--- config.mk ---
export PLATFORM = sky130hd
export DESIGN_NAME = sdc_ram_writer_flat
export DESIGN_NICKNAME = d
export VERILOG_FILES = /design/src/rtl/sdc_ram_writer_pkg.sv /design/src/rtl/sdc_ram_writer_if.sv /design/src/rtl/sdc_ram_writer.sv /design/src/flat_wrapper.sv
export SDC_FILE = /design/constraint.sdc
export NUM_CORES = 1
export LEC_CHECK = 0
export CAP_MARGIN = 10
export CELL_PAD_IN_SITES_DETAIL_PLACEMENT = 0
export CELL_PAD_IN_SITES_GLOBAL_PLACEMENT = 1
export CORE_ASPECT_RATIO = 0.7
export CORE_MARGIN = 5
export CORE_UTILIZATION = 36
export DETAILED_ROUTE_END_ITERATION = 6
export PLACE_DENSITY = 0.73
export SLEW_MARGIN = 20
export SYNTH_ARGS = -nofsm -noshare
export SYNTH_HDL_FRONTEND = slang
export SYNTH_SLANG_ARGS = --single-unit
--- constraint.sdc ---
create_clock -name clk -period 5.3 [get_ports clk]
set_input_delay 1.06 -clock clk [delete_from_list [all_inputs] [get_ports clk]]
set_output_delay 1.06 -clock clk [all_outputs]
set_load 0.02 [all_outputs]
--- src/rtl/sdc_ram_writer_pkg.sv ---
// Shared SD-card block-buffer definitions: state encoding,
// default RAM geometry and the word/block size helpers.
package sdc_ram_writer_pkg;

  localparam int RAM_WIDTH_DEF     = 64;
  localparam int RAM_ADDR_BITS_DEF = 8;
  localparam int BLK_BYTES_DEF     = 512;

  typedef enum logic [1:0] {
    S_IDLE = 2'd0,
    S_FILL = 2'd1,
    S_DONE = 2'd2
  } state_t;

  function automatic int clog2(input int v);
    int r;
    r = 0;
    for (int i = 0; i < 31; i++)
      if ((1 << i) < v) r = i + 1;
    return r;
  endfunction

  function automatic int bpw(input int w);
    return w / 8;
  endfunction

  function automatic int wpb(input int blk, input int w);
    return blk / (w / 8);
  endfunction

endpackage

--- src/rtl/sdc_ram_writer_if.sv ---
// Command, byte-stream and RAM write-side bundle of the
// SD-card block writer.
interface sdc_ram_writer_if
  import sdc_ram_writer_pkg::*;
#(
  parameter int RAM_WIDTH     = RAM_WIDTH_DEF,
  parameter int RAM_ADDR_BITS = RAM_ADDR_BITS_DEF
) ();

  logic                     start;
  logic [RAM_ADDR_BITS-1:0] start_addr;
  logic                     abort;
  logic                     byte_vld;
  logic [7:0]               byte_in;
  logic                     wr_ram_enb;
  logic [RAM_ADDR_BITS-1:0] wr_ram_addr;
  logic [RAM_WIDTH-1:0]     wr_ram_data;
  logic                     busy;
  logic                     blk_done;
  logic                     ovf_err;

  modport master (
    output start, start_addr, abort, byte_vld, byte_in,
    input  wr_ram_enb, wr_ram_addr, wr_ram_data,
    input  busy, blk_done, ovf_err
  );

  modport slave (
    input  start, start_addr, abort, byte_vld, byte_in,
    output wr_ram_enb, wr_ram_addr, wr_ram_data,
    output busy, blk_done, ovf_err
  );

endinterface

--- src/rtl/sdc_ram_writer.sv ---
// Packs SD-card read bytes little-endian into RAM words and
// writes one block per start command.
module sdc_ram_writer
  import sdc_ram_writer_pkg::*;
#(
  parameter int RAM_WIDTH     = RAM_WIDTH_DEF,
  parameter int RAM_ADDR_BITS = RAM_ADDR_BITS_DEF,
  parameter int BLK_BYTES     = BLK_BYTES_DEF
) (
  input logic clk,
  input logic reset,
  sdc_ram_writer_if.slave bus
);

  localparam int BPW = bpw(RAM_WIDTH);
  localparam int WPB = wpb(BLK_BYTES, RAM_WIDTH);
  localparam int IW  = (clog2(BPW) > 0) ? clog2(BPW) : 1;
  localparam int CW  = clog2(WPB + 1);
  localparam int A   = RAM_ADDR_BITS;
  localparam int W   = RAM_WIDTH;

  localparam logic [IW-1:0] LAST_IDX  = IW'(BPW - 1);
  localparam logic [CW-1:0] LAST_WORD = CW'(WPB - 1);

  state_t        state;
  state_t        state_nx;
  logic [IW-1:0] idx;
  logic [CW-1:0] cnt;
  logic [A-1:0]  addr;
  logic [W-9:0]  sh;
  logic          go;
  logic          take;
  logic          word_done;

  // State register.
  always_ff @(posedge clk or posedge reset) begin
    if (reset) state <= S_IDLE;
    else       state <= state_nx;
  end

  // Next state: abort beats a word-completing byte.
  always_comb begin
    state_nx = state;
    unique case (state)
      S_IDLE: if (bus.start) state_nx = S_FILL;
      S_FILL: begin
        if (bus.abort)
          state_nx = S_IDLE;
        else if (word_done && cnt == LAST_WORD)
          state_nx = S_DONE;
      end
      S_DONE: state_nx = S_IDLE;
      default: state_nx = S_IDLE;
    endcase
  end

  // Decoded strobes and state-derived status outputs.
  always_comb begin
    go           = (state == S_IDLE) && bus.start;
    take         = (state == S_FILL) && bus.byte_vld && !bus.abort;
    word_done    = take && (idx == LAST_IDX);
    bus.busy     = (state != S_IDLE);
    bus.blk_done = (state == S_DONE);
  end

  // Packing shift register: holds the first BPW-1 bytes of a word.
  always_ff @(posedge clk or posedge reset) begin
    if (reset)     sh <= '0;
    else if (take) sh <= {bus.byte_in, sh[W-9:8]};
  end

  // Byte index, word counter and block address.
  always_ff @(posedge clk or posedge reset) begin
    if (reset) begin
      idx  <= '0;
      cnt  <= '0;
      addr <= '0;
    end else if (go) begin
      idx  <= '0;
      cnt  <= '0;
      addr <= bus.start_addr;
    end else if (take) begin
      idx <= word_done ? '0 : idx + IW'(1);
      if (word_done) begin
        cnt  <= cnt + CW'(1);
        addr <= addr + A'(1);
      end
    end
  end

  // Registered RAM write port.
  always_ff @(posedge clk or posedge reset) begin
    if (reset) begin
      bus.wr_ram_enb  <= 1'b0;
      bus.wr_ram_addr <= '0;
      bus.wr_ram_data <= '0;
    end else begin
      bus.wr_ram_enb <= word_done;
      if (word_done) begin
        bus.wr_ram_addr <= addr;
        bus.wr_ram_data <= {bus.byte_in, sh};
      end
    end
  end

  // Sticky overflow: bytes outside FILL are dropped.
  always_ff @(posedge clk or posedge reset) begin
    if (reset)
      bus.ovf_err <= 1'b0;
    else if (go)
      bus.ovf_err <= 1'b0;
    else if (bus.byte_vld && state != S_FILL)
      bus.ovf_err <= 1'b1;
  end

endmodule

--- src/flat_wrapper.sv ---
// flat-port wrapper written by rule: the top's interface ports become plain ports
module sdc_ram_writer_flat import sdc_ram_writer_pkg::*;
#(
  parameter int RAM_WIDTH     = RAM_WIDTH_DEF,
  parameter int RAM_ADDR_BITS = RAM_ADDR_BITS_DEF,
  parameter int BLK_BYTES     = BLK_BYTES_DEF
)
  (clk, reset, bus_start, bus_start_addr, bus_abort, bus_byte_vld, bus_byte_in, bus_wr_ram_enb, bus_wr_ram_addr, bus_wr_ram_data, bus_busy, bus_blk_done, bus_ovf_err);
  sdc_ram_writer_if #(.RAM_WIDTH(RAM_WIDTH), .RAM_ADDR_BITS(RAM_ADDR_BITS)) bus_i ();
  input logic clk;
  input logic reset;
  input wire logic [$bits(bus_i.start)-1:0] bus_start;
  input wire logic [$bits(bus_i.start_addr)-1:0] bus_start_addr;
  input wire logic [$bits(bus_i.abort)-1:0] bus_abort;
  input wire logic [$bits(bus_i.byte_vld)-1:0] bus_byte_vld;
  input wire logic [$bits(bus_i.byte_in)-1:0] bus_byte_in;
  output wire logic [$bits(bus_i.wr_ram_enb)-1:0] bus_wr_ram_enb;
  output wire logic [$bits(bus_i.wr_ram_addr)-1:0] bus_wr_ram_addr;
  output wire logic [$bits(bus_i.wr_ram_data)-1:0] bus_wr_ram_data;
  output wire logic [$bits(bus_i.busy)-1:0] bus_busy;
  output wire logic [$bits(bus_i.blk_done)-1:0] bus_blk_done;
  output wire logic [$bits(bus_i.ovf_err)-1:0] bus_ovf_err;
  assign bus_i.start = bus_start;
  assign bus_i.start_addr = bus_start_addr;
  assign bus_i.abort = bus_abort;
  assign bus_i.byte_vld = bus_byte_vld;
  assign bus_i.byte_in = bus_byte_in;
  assign bus_wr_ram_enb = bus_i.wr_ram_enb;
  assign bus_wr_ram_addr = bus_i.wr_ram_addr;
  assign bus_wr_ram_data = bus_i.wr_ram_data;
  assign bus_busy = bus_i.busy;
  assign bus_blk_done = bus_i.blk_done;
  assign bus_ovf_err = bus_i.ovf_err;
  sdc_ram_writer #(.RAM_WIDTH(RAM_WIDTH), .RAM_ADDR_BITS(RAM_ADDR_BITS), .BLK_BYTES(BLK_BYTES)) u_core (.clk(clk), .reset(reset), .bus(bus_i));
endmodule
== Word level (Yosys, flattened, before mapping) ==
Cells that the tools add are included.
Storage, ports and cells
  flip-flop bits (word level): 150
  input bits: 21
  output and inout bits: 76
Cells by class
  add/sub/neg operators: 3
  equal/unequal tests: 7
  mux-type cells: 15
  reductions and logical operators: 14
Operators by type and width (number)
  2-to-1 mux 8 bit: 3
  2-to-1 mux 7 bit: 3
  2-to-1 mux 3 bit: 3
  adder 8 x 1 -> 8 bit (second input constant): 1
  nonzero test 2 bit: 4
  adder 7 x 1 -> 7 bit (second input constant): 1
  == test 7 x 6 -> 1 bit (second input constant): 1
  logical AND 1 bit: 6
  2-to-1 mux 2 bit: 3
  one-hot mux 2 bit (2 select lines): 1
  AND reduction 2 bit: 2
  adder 3 x 1 -> 3 bit (second input constant): 1
  == test 3 bit (second input constant): 1
  inequality test 3 x 2 -> 1 bit (second input constant): 1
  == test 2 x 1 -> 1 bit (second input constant): 1
  == test 2 bit (second input constant): 1
  logical NOT 2 bit: 1
  2-to-1 mux 1 bit: 2
  inequality test 2 x 1 -> 1 bit (second input constant): 1
  inequality test 2 bit (second input constant): 1
  logical NOT 1 bit: 1

== Depth between registers and ports, before layout ==
  depth in word-level cells: 8
  mapped depth: 8
  gate-level depth less buffers: 6

== Worst setup path after synthesis ==
Ideal clock, no wire load.
  path kind: input-to-reg
  start point: in bus_byte_vld
  end point: reg u_core.addr[3]
  setup time: 0.126 ns
  data arrival time: 1.955 ns
  setup slack: 3.219 ns
  stages: 6
  buffers on the path: 2
  cell sequence: and4bb_1 buf_2 nand2_4 inv_2 buf_6 a221o_1
Between the ends
  longest elaborated chain between the ends: 5
RTL lines
  start, declared: RTL line flat_wrapper.sv:15  | input wire logic [$bits(bus_i.byte_vld)-1:0] bus_byte_vld;
  logical AND 1 bit (*) (2 in series): RTL line sdc_ram_writer.sv:60  | take = (state == S_FILL) && bus.byte_vld && !bus.abort;
  logical AND 1 bit: RTL line sdc_ram_writer.sv:61  | word_done = take && (idx == LAST_IDX);
  nonzero test 2 bit (no source line)
  AND reduction 2 bit (no source line) (*)
  end signal, assigned: RTL line sdc_ram_writer.sv:81  | addr <= bus.start_addr;
  end signal, assigned: RTL line sdc_ram_writer.sv:86  | addr <= addr + A'(1);
  end, declared: RTL line sdc_ram_writer.sv:29  | logic [A-1:0] addr;
Mark *: on every way between the ends. The rest lies on a longest branch, timed or not.
A chain may end at the register's enable or synchronous reset.

== Worst setup path in the final report ==
  start point: in bus_byte_vld
  end point: reg u_core.bus.wr_ram_data[42]
Between the ends
  longest elaborated chain between the ends: 3
RTL lines
  logical AND 1 bit (2 in series): RTL line sdc_ram_writer.sv:60
  logical AND 1 bit: RTL line sdc_ram_writer.sv:61
  end signal, assigned: RTL line sdc_ram_writer.sv:101  | bus.wr_ram_data <= {bus.byte_in, sh};
  end, declared: RTL line sdc_ram_writer_if.sv:30  | output wr_ram_enb, wr_ram_addr, wr_ram_data,
Every way passes these cells.

==> run metrics <==
Routed WL per cell around 14 µm; outcome finished, final reports clean; Synth top area share between 60% and 70%; setup TNS 0 ns; Gate power share 8.4%; post-layout net count 767; cell with the most instances after synthesis nand2_1; worst slack at placement between 1 and 1.5 ns; Post-Syn Instances about 650; GPL Wtd Cong a little under 0.8; Overflow after GRT 0; Layout Skew 0.008980 ns; drt drc 0; Die Y-Extent approximately 120 µm; Clk Latency, worst-skew pair slightly above 0.4 ns; required time worst endpoint roughly 5.7 ns; critical path class in2reg; Ant. Diodes 0; Total Routing Usage GR between 10% and 20%; Warnings, synthesis 0; critical path startpoint category primary input; hold_sp u_core.sh[1]; hold buffers post-CTS 0; vias in the first global route 4668; share of layout cells above drive strength 1 roughly 6.0%; post-placement cell count about 950; power share of the clock group around two fifths; Avg Inst Size Synth 9.094 µm²; CP Cell Sequence clkdlybuf4s50_1 > and4bb_2 > nand2_4 > inv_2 > buf_4 > nand2_1 > nand2_1; Clock Tree Buf Depth 2; TritonCTS Buffers 17; CTS Root Cell clkbuf_16; internal cell power ~0.0022 W; Post-Route WL ~14 mm; Reg2Reg Setup Slack between 2 and 2.5 ns; crit path max fanout 79; GRT met2 Usage between 20% and 30%; vias about 4500; flops & latches, synth 150; first-pass GRT wire length 23.85 mm; clock-pin slew on the worst setup and hold paths 0.06 ns; Setup Fix Bufs, Post-CTS 0; Critical R2R Launch u_core.idx[0]; Syn Std Cell Area 0.005938 mm²; asr flop ratio synth 100.0%; PostCTS Resize Cnt 0; RSZ-0062 raised after global routing false; IO Port Bufs 96; die width around 160 µm; Synth cell types 38; P_leak between 3 and 4 nW; non-filler cells, final 980; min cycle time layout approximately 3.6 ns; reg2reg end u_core.bus.wr_ram_data[42]; io pins between 90 and 100; crit end category flip-flop; Post-synth EDFFs 0; maximum vdd drop 0.2061 mV; GR Util met1 about a quarter; Slew headroom between 20 and 30%; Crit path top cell by count nand2_1; TritonCTS clock tree done; HPWL Detailed between 8 and 9 mm; antenna violations before repair 0; Core Box Area around 0.016 mm²; drt via density 4.626; # rows 39; hold crit path type reg2reg; sequential fraction of the synthesis area between 60% and 70%; DRT Pass-1 Iters 5; hold depth 2; Setup Viol. Count Final 0; worst-margin pin slew around 1.1 ns; routing usage on met3 ~4.2%; Crit path largest cell delay between 0.8 and 0.9 ns; Buf+Inv Stages, Crit Path 3; Period Utilization, post-route about two thirds; CTS HTree Levels 4; worst r2r path cells 7; synth-to-layout area growth 29.16%; PnR worst setup slack between 1.5 and 2 ns; Max-Cap Viols 0; WHS Endpoint u_core.bus.wr_ram_data[1]; Initial DRC Count ~310; Synthesized Nets between 600 and 700; Synth area leaders dfrtp_1 (63%), nand2_1 (25%), buf_2 (1.3%), xnor2_1 (0.88%), ha_1 (0.84%); Switch Pwr a little under 0.0008 W; synth cell count leaders nand2_1 (391), dfrtp_1 (150), buf_2 (15); Initial Utilization 36.54%; pin count of the biggest net entering global routing 80; Sink Count 150; P per Cell Area ~380 mW/mm²; final hold violation count 0; Die ar. roughly 0.019 mm²; Sw Ratio 26.41%; Most Crowded Layer GR met1; crit path DAT about 4 ns; Largest delay share family, worst path buffers and inverters; Sequential Power Share around half; DRT antenna net count 0; Max Clock Freq 281.5 MHz; leading area contributor after synthesis dfrtp_1; fin. max-slew vios 0; Synth Flop Type dfrtp_1; slowest CP cell inv_2
routing by layer:
layer  wire [µm]  share of wire (%)  vias to the layer above
met3         744                5.2                        2
li1            -                  -                     2216
met4          35               0.25                        0
met5           0                  0                        -
met2        5969                 42                       92
met1        7452                 52                     2223
worst min-delay path, stage by stage (launching register included):
cell and delay, ns:
dfrtp_1 0.34, nand2_1 0.05, nand2_1 0.05
placed cells by master, fill, tap and decap left out, drive strengths merged, types with 5 or more instances in the layout:
cell,count
nand2,392
dfrtp,150
clkdlybuf4s50,96
clkbuf,19
o21ai,10
nor2,9
nand3,9
inv,9
xnor2,6
a21oi,5
buf,5
worst max path at each step:
stage,startpoint,end,slack (ns),depth (start not counted)
3_3_place_gp,bus_byte_vld,u_core.bus.wr_ram_data[45],1.39,7
5_1_grt,bus_byte_vld,u_core.bus.wr_ram_data[35],1.49,7
6_report,bus_byte_vld,u_core.bus.wr_ram_data[42],1.75,7
4_1_cts,bus_byte_vld,u_core.bus.wr_ram_data[42],1.71,7
3_5_place_dp,bus_byte_vld,u_core.bus.wr_ram_data[42],1.28,7
2_1_floorplan,reset,u_core.addr[0],0.20,1
sequential cells by signal (all words and copies together) (netlist names):
signal	count
u_core.bus.wr_ram_addr	8
u_core.bus.wr_ram_enb	1
u_core.idx	3
u_core.cnt	7
u_core.addr	8
u_core.bus.ovf_err	1
u_core.bus.wr_ram_data	64
u_core.sh	56
u_core.state	2
metrics by stage:
stage                     instance area [µm²]  total power (W)  util (%)  hold WS (ns)
after floorplan                          5938         0.001620         -        0.4386
after global placement                   7062         0.001719     43.46        0.4514
after detailed placement                 7062         0.001731     43.46        0.4544
after CTS                                7670         0.002974     47.20        0.4717
after global routing                     7670         0.003091     47.20        0.4961
final                                    7670         0.002943     47.20        0.4697
cells by family (layout without fill, tap and decap cells):
family	after synthesis	in the layout	synth area share, %
AND/OR/NAND/NOR	429	429	28.91
adder cells (fa/ha/maj)	4	4	0.8428
flip-flops	150	150	63.21
XOR/XNOR	9	9	1.328
buffers and inverters	38	140	3.161
multiplexers	1	1	0.1686
AO/OA/AOI/OAI	22	22	2.381
final cells by class:
cell class / count / area [µm²]
clock buffer: 19 / 432.9
clock inverter: 13 / 175.2
fill: 1530 / 8579
inverter: 7 / 31.28
multi-input combinational: 465 / 1997
sequential: 150 / 3754
tap: 225 / 281.5
timing repair buffer: 101 / 998.5
power by group through the flow:
stage,Clock (W),Sequential (W),Combinational (W)
2_1_floorplan,0,0.00143,0.000187
3_3_place_gp,0,0.00147,0.000244
3_5_place_dp,0,0.00148,0.000250
4_1_cts,0.00126,0.00146,0.000254
5_1_grt,0.00131,0.00149,0.000295
6_report,0.00123,0.00146,0.000248
No activity file was read; power rests on OpenSTA's default activity.
